--- config.mk ---
export PLATFORM = sky130hd
export DESIGN_NAME = instr_fetch
export DESIGN_NICKNAME = d
export VERILOG_FILES = /design/src/rtl/instr_fetch.sv
export SDC_FILE = /design/constraint.sdc
export NUM_CORES = 1
export LEC_CHECK = 0
export ABC_AREA = 1
export CELL_PAD_IN_SITES_DETAIL_PLACEMENT = 0
export CELL_PAD_IN_SITES_GLOBAL_PLACEMENT = 1
export CORE_MARGIN = 2
export CORE_UTILIZATION = 28
export CTS_CLUSTER_SIZE = 8
export DETAILED_ROUTE_END_ITERATION = 10
export PLACE_DENSITY_LB_ADDON = 0.1
export SLEW_MARGIN = 20
export SYNTH_ARGS = -nofsm -noshare
export SYNTH_HDL_FRONTEND = slang
export SYNTH_SLANG_ARGS = --single-unit
--- constraint.sdc ---
create_clock -name clk -period 1.4 [get_ports clk]
set_input_delay 0.21 -clock clk [delete_from_list [all_inputs] [get_ports clk]]
set_output_delay 0.21 -clock clk [all_outputs]
set_load 0.03 [all_outputs]
--- src/rtl/instr_fetch.sv ---
// Instruction fetch unit: sequences the program counter, reads a synchronous
// instruction memory and presents one instruction per cycle to the control
// unit. It supports stall, branch/jump redirect and a halt instruction.
module instr_fetch #(
    parameter int                ADDR_W    = 8,
    parameter logic [ADDR_W-1:0] RESET_PC  = '0,
    parameter logic [23:0]       NOP_CODE  = 24'h000000,
    parameter logic [23:0]       HALT_CODE = 24'hFFFFFF
) (
    input  logic              clk,
    input  logic              rst,
    output logic [ADDR_W-1:0] imem_addr,
    output logic              imem_en,
    input  logic [23:0]       imem_data,
    input  logic              stall,
    input  logic              redirect,
    input  logic [ADDR_W-1:0] redirect_pc,
    output logic [23:0]       code,
    output logic              code_valid,
    output logic [ADDR_W-1:0] pc_out,
    output logic              halted,
    output logic [15:0]       instr_count
);

    typedef enum logic [1:0] {
        BOOT = 2'd0,
        RUN  = 2'd1,
        HALT = 2'd2
    } state_t;

    localparam logic [ADDR_W-1:0] PC_ONE = {{(ADDR_W-1){1'b0}}, 1'b1};

    state_t            state;
    state_t            state_next;
    logic [ADDR_W-1:0] pc;
    logic [ADDR_W-1:0] pc_next;
    logic [ADDR_W-1:0] pc_out_next;
    logic              code_valid_next;
    logic              consumed;

    // The memory output only carries a real instruction while code_valid is
    // set; otherwise the consumer sees a harmless NOP.
    assign code     = code_valid ? imem_data : NOP_CODE;
    assign halted   = (state == HALT);

    // An instruction is consumed when it is presented and either accepted or
    // overtaken by a redirect (a taken branch retires the stalled instruction).
    assign consumed = code_valid && (!stall || redirect);

    // Next-state and memory-port logic; redirect outranks stall and halt.
    always_comb begin
        state_next      = state;
        pc_next         = pc;
        pc_out_next     = pc_out;
        code_valid_next = code_valid;
        imem_en         = 1'b0;
        imem_addr       = pc;
        case (state)
            BOOT: begin
                imem_en         = 1'b1;
                imem_addr       = RESET_PC;
                state_next      = RUN;
                pc_out_next     = RESET_PC;
                pc_next         = RESET_PC + PC_ONE;
                code_valid_next = 1'b1;
            end
            RUN: begin
                if (redirect) begin
                    imem_en         = 1'b1;
                    imem_addr       = redirect_pc;
                    pc_out_next     = redirect_pc;
                    pc_next         = redirect_pc + PC_ONE;
                    code_valid_next = 1'b1;
                end else if (stall) begin
                    imem_en = 1'b0;
                end else if (code_valid && (code == HALT_CODE)) begin
                    imem_en         = 1'b0;
                    state_next      = HALT;
                    code_valid_next = 1'b0;
                end else begin
                    imem_en         = 1'b1;
                    imem_addr       = pc;
                    pc_out_next     = pc;
                    pc_next         = pc + PC_ONE;
                    code_valid_next = 1'b1;
                end
            end
            HALT: begin
                code_valid_next = 1'b0;
                if (redirect) begin
                    imem_en         = 1'b1;
                    imem_addr       = redirect_pc;
                    state_next      = RUN;
                    pc_out_next     = redirect_pc;
                    pc_next         = redirect_pc + PC_ONE;
                    code_valid_next = 1'b1;
                end
            end
            default: begin
                state_next = BOOT;
            end
        endcase
        if (rst) begin
            imem_en   = 1'b0;
            imem_addr = RESET_PC;
        end
    end

    // State, program counter and presentation registers.
    always_ff @(posedge clk or posedge rst) begin
        if (rst) begin
            state      <= BOOT;
            pc         <= RESET_PC + PC_ONE;
            pc_out     <= RESET_PC;
            code_valid <= 1'b0;
        end else begin
            state      <= state_next;
            pc         <= pc_next;
            pc_out     <= pc_out_next;
            code_valid <= code_valid_next;
        end
    end

    // Saturating count of consumed instructions.
    always_ff @(posedge clk or posedge rst) begin
        if (rst) begin
            instr_count <= 16'd0;
        end else if (consumed && (instr_count != 16'hFFFF)) begin
            instr_count <= instr_count + 16'd1;
        end
    end

endmodule
* Word-level counts from Yosys, hierarchy flattened
Index checks and enable logic that the tools add are counted.
Storage, ports and cells: RAM bits 0, memory bits (read-only) 0, word-level logic and storage cells 57, memories 0, bits in latches 0, input port bits 36, register bits after elaboration 35
Cells by class: $add $sub $neg 3, order comparisons 0, equality and inequality tests 10, bitwise gates (word level) 0, shift-type cells 0, mux-type cells 28, reductions and logical operators 11, $mul 0, div/mod/pow operators 0
Operators by type and width (count):
- $mux 8 | 10
- $pmux 8 s3 | 2
- $eq 24x24->1 const B | 1
- $mux 24 | 1
- $add 16x1->16 const B | 1
- $add 8x1->8 const B | 2
- $ne 16x16->1 const B | 1
- $pmux 8 s2 | 1
- $mux 2 | 4
- $ne 2x2->1 const B | 4
- $reduce_and 4->1 | 2
- $mux 1 | 7
- $ne 3x3->1 const B | 2
- $pmux 1 s3 | 2
- $pmux 2 s3 | 1
- $logic_and 1x1->1 | 3
- $reduce_bool 3->1 | 1
- $eq 2x1->1 const B | 1
- $eq 2x2->1 const B | 1
- $logic_not 2->1 | 1
- $reduce_and 2->1 | 1
- $reduce_or 2->1 | 1
- $logic_not 1->1 | 1
- $logic_or 1x1->1 | 1

* Longest topological paths before layout
depth in word-level cells 8, gate-level depth with buffers 13, mapped depth without buffers 11

* Worst setup path before layout
OpenSTA, ideal clock, no wires.
kind flip-flop to output port, start register state[0], end output port imem_addr[2], stages on the path, launching flop included 6, data arrival time 1.841 ns, required time 1.190 ns, slack -0.651 ns, cells stage by stage dfrtp_1 inv_1 ha_1 buf_1 a21oi_1 a211oi_1
On the way: longest elaborated chain between the ends 4, elaborated cells between the ends (all ways) 6, those cells by class 2 x eq/ne; 2 x mux; 2 x reduce/logical
Ends and longest elaborated chain:
- start: declaration | line 33 | state_t state;
- start signal: assignment | line 117 | state <= state_next;
- $eq 2x2->1 or $eq 2x1->1 (tied branches) | line 58 | case (state)
- $reduce_or 2->1 (no source line)
- $pmux 8 s2 * | line 58
- $mux 8 * | line 103 | if (rst) begin
- end: declaration | line 12 | output logic [ADDR_W-1:0] imem_addr,
Mark *: on every way between the ends. The rest lies on a longest branch, timed or not.

* Worst setup path in the final report
start register state[0], end output port imem_addr[3]
The elaborated chain is that of the path after synthesis.

==> metrics.md <==
| Metric | Value |
|---|---|
| Clock Skew | 0.00714 ns |
| Antenna cell count | 0 |
| Final design area excluding fillers | 0.00582 mm2 |
| Cell Area, Synth | 0.00280 mm2 |
| Setup tns final | -17.71 ns |
| Register area share after synthesis | 0.313 |
| Total grt overflow | 0 |
| Synthesized-area fraction occupied by adder cells | 0.0312 |
| Iter 0 DRT Violations | 79 |
| Syn Nets | around 480 |
| Yosys reg bits | 35 |
| Failing checks | setup timing |
| Worst Setup Path Type | register to output pin |
| Initial core utilization | 0.288 |
| Sw Share | 0.477 |
| Vias per Instance | approximately 4.6 |
| PwrDens | 2020 mW/mm2 |
| Total Nets Final | 699 |
| Post-DP HPWL | 7.73 mm |
| Root Buffer | clkbuf_8 |
| EDFF count, synth | 0 |
| Drt total wl | 11.2 mm |
| Die area | ~0.011 mm2 |
| Period utilization | 1.37 |
| IO buf count | 94 |
| Core Area | 0.00973 mm2 |
| GRT Total Usage | 0.206 |
| Compound-Gate Fraction of Synth Area | 0.136 |
| Flop pwr share | 0.145 |
| Multiplexer share of the synthesized area | 0 |
| Tmin final | 1.92 ns |
| Ys async rst share | 1.00 |
| Simple-Gate Fraction of Synth Area | 0.356 |
| Max_cap viols | 0 |
| Clk sinks | 35 |
| Pint | 6.14 mW |
| Die X-Extent | around 100 um |
| Most frequent cell after synthesis | nand2_1 |
| Wire length per cell | 14.1 um |
| # IOs | 95 |
| H-tree depth | 2 |
| Synth top cells by count | nand2_1, inv_1, dfrtp_1, nor2_1, o21ai_0 |
| YS warnings | 0 |
| First-pass GRT wire length | 18.0 mm |
| Worst hold slack | 0.481 ns |
| Drt first pass iters | 4 |
| Post-Syn Instances | roughly 430 |
| Register-to-Register Setup Slack | -0.43 ns |
| Hold Path Class | register to register |
| Die Y | roughly 100 um |
| Slew margin rel. | 0.782 |
| Largest net degree at the start of global routing | 24 |
| Combinational family with the most area after synthesis | simple AND/OR/NAND/NOR gates |
| Total CTS buffers | 5 |
| Post-synthesis xor/xnor area fraction | 0.0495 |
| Outcome | finished with violations |
| Hold_buf cts | 0 |
| Max Slew Vio Count | 0 |
| ANT nets after route | 0 |
| Yosys top cell by area | dfrtp_1 |
| Reg clk slew, reported paths | 0.08 ns |
| Startpoint types | register |
| Syn Area/Cell | 6.46 um2 |
| Max clock buf depth | 2 |
| Synth cell types | 40 |
| Static leakage | 2.82 nW |
| Gate power share | 0.786 |
| RSZ-0062 raised after global routing | true |
| Worst skew pair latency | 0.29 ns |
| Syn-to-layout area delta | 107% |
| Setup crit end kind | output pin |
| Layout cells sized above 1 | 0.501 |
| Row Count | 36 |
| Final WS setup | -0.516 ns |
| DRC errors left | 0 |
| Critical Path RT | 1.19 ns |
| Critical Path AT | about 1.7 ns |
| Synth area leaders | dfrtp_1, nand2_1, inv_1, o21ai_0, nor2_1 |
| Placed instance area | 0.00479 mm2 |
| TritonCTS clock tree | done |
| GPL Wtd Cong | 0.847 |
| Crit path max fanout | 7 |
| Maximum clock frequency | around 520 MHz |
| Clock power frac | 0.068 |
| Initial antenna violation count | 0 |
| Final Hold Fails | 0 |
| Max VDD drop | roughly 920 uV |
| Setup violators final | 66 |
| Vias in the first global route | 3589 |
| P_sw | around 5.6 mW |
| Via Count | 3645 |
| Worst Max-Slew Pin Slew | 0.324 ns |
| Share of the synthesized area in the top cell type | 0.303 |
| Synth Flop Type | dfrtp_1 |
path summary, 6_finish.rpt:
path,endpoint,start,cells past startpoint
max reg2reg,pc_out[1],state[0],10
min reg2reg,pc_out[3],pc_out[3],2
min,pc_out[3],pc_out[3],2
min in group asynchronous,pc_out[1],rst,4
max,imem_addr[3],state[0],7
max in group asynchronous,instr_count[2],rst,4
layout make-up:
cell class / instances / area [um2]
fillers: 961 / 3910
multi-input cells: 329 / 2270
repair buffers: 225 / 2140
flip-flops and latches: 35 / 883
inverters: 60 / 262
well taps: 133 / 166
clock buffers: 7 / 86.3
clock inverters: 1 / 5.00
power by group through the flow:
stage	sequential (mW)	clock [mW]	combinational (mW)
3_5_place_dp	1.74	0	6.71
4_1_cts	1.72	0.834	8.37
5_1_grt	1.76	0.873	9.84
3_3_place_gp	1.73	0	6.67
2_1_floorplan	2.22	0	3.54
6_report	1.71	0.803	9.23
metal layers:
metal / routed length (um) / global-route usage
met5: 0 / 0
met4: 402 / 0.0859
met3: 543 / 0.0382
met2: 5630 / 0.372
met1: 4570 / 0.238
cell families after synthesis:
logic type / after synthesis
buffers and inverters: 74
xor gates and xnor gates: 15
adders and majority gates: 7
AOI/OAI and AO/OA: 67
DFF: 35
and+or+nand+nor: 236
cells in the final DEF, fill, tap and decap left out, types with 4 or more instances in the layout:
cell             instances
nor2_1                  26
o21ai_0                  5
o21ai_1                 19
dfrtp_1                 29
buf_6                   60
nand4_1                  6
nand2_4                  9
nand2_1                110
nor2_4                   5
ha_4                     5
clkbuf_2                 4
nand3_1                 16
inv_2                   21
clkdlybuf4s50_1         31
buf_8                    5
nor2_2                   5
a21oi_1                  5
o21ai_2                  9
nand2_2                 44
dfrtp_2                  5
a21oi_4                 11
buf_12                   5
buf_4                   98
nand2_8                  5
inv_1                   32
clkbuf_8                 6
xor2_1                   9
dlygate4sd2_1           16
xnor2_1                  4
state kept, by name, indices dropped and copies added, names as in the netlist:
register     flops
pc               8
pc_out           8
code_valid       1
instr_count     16
state            2
what timing repair did:
action,4_1_cts,5_1_grt
resized for setup,129,123
buffers inserted,25,19
pin swaps,25,23
setup endpoints to repair,87,73
cloned,4,2
metrics by stage:
stage                     std cells  total power, mW  utilization  setup WS (ns)
after floorplan                 434             5.77            -         -0.240
after global placement          744             8.41        0.492         -0.957
after detailed placement        744             8.45        0.492         -0.945
after CTS                       778             10.9        0.560         -0.577
after global routing            790             12.5        0.598         -0.581
final                           790             11.7        0.598         -0.516
worst max-delay path: stages, from the launching register on:
cell	delay [ns]
dfrtp_2	0.40
inv_2	0.05
buf_6	0.11
ha_4	0.33
buf_6	0.15
a21oi_4	0.06
a211oi_4	0.17
buf_6	0.16
Note: power is estimated with default switching activity, not from simulation.
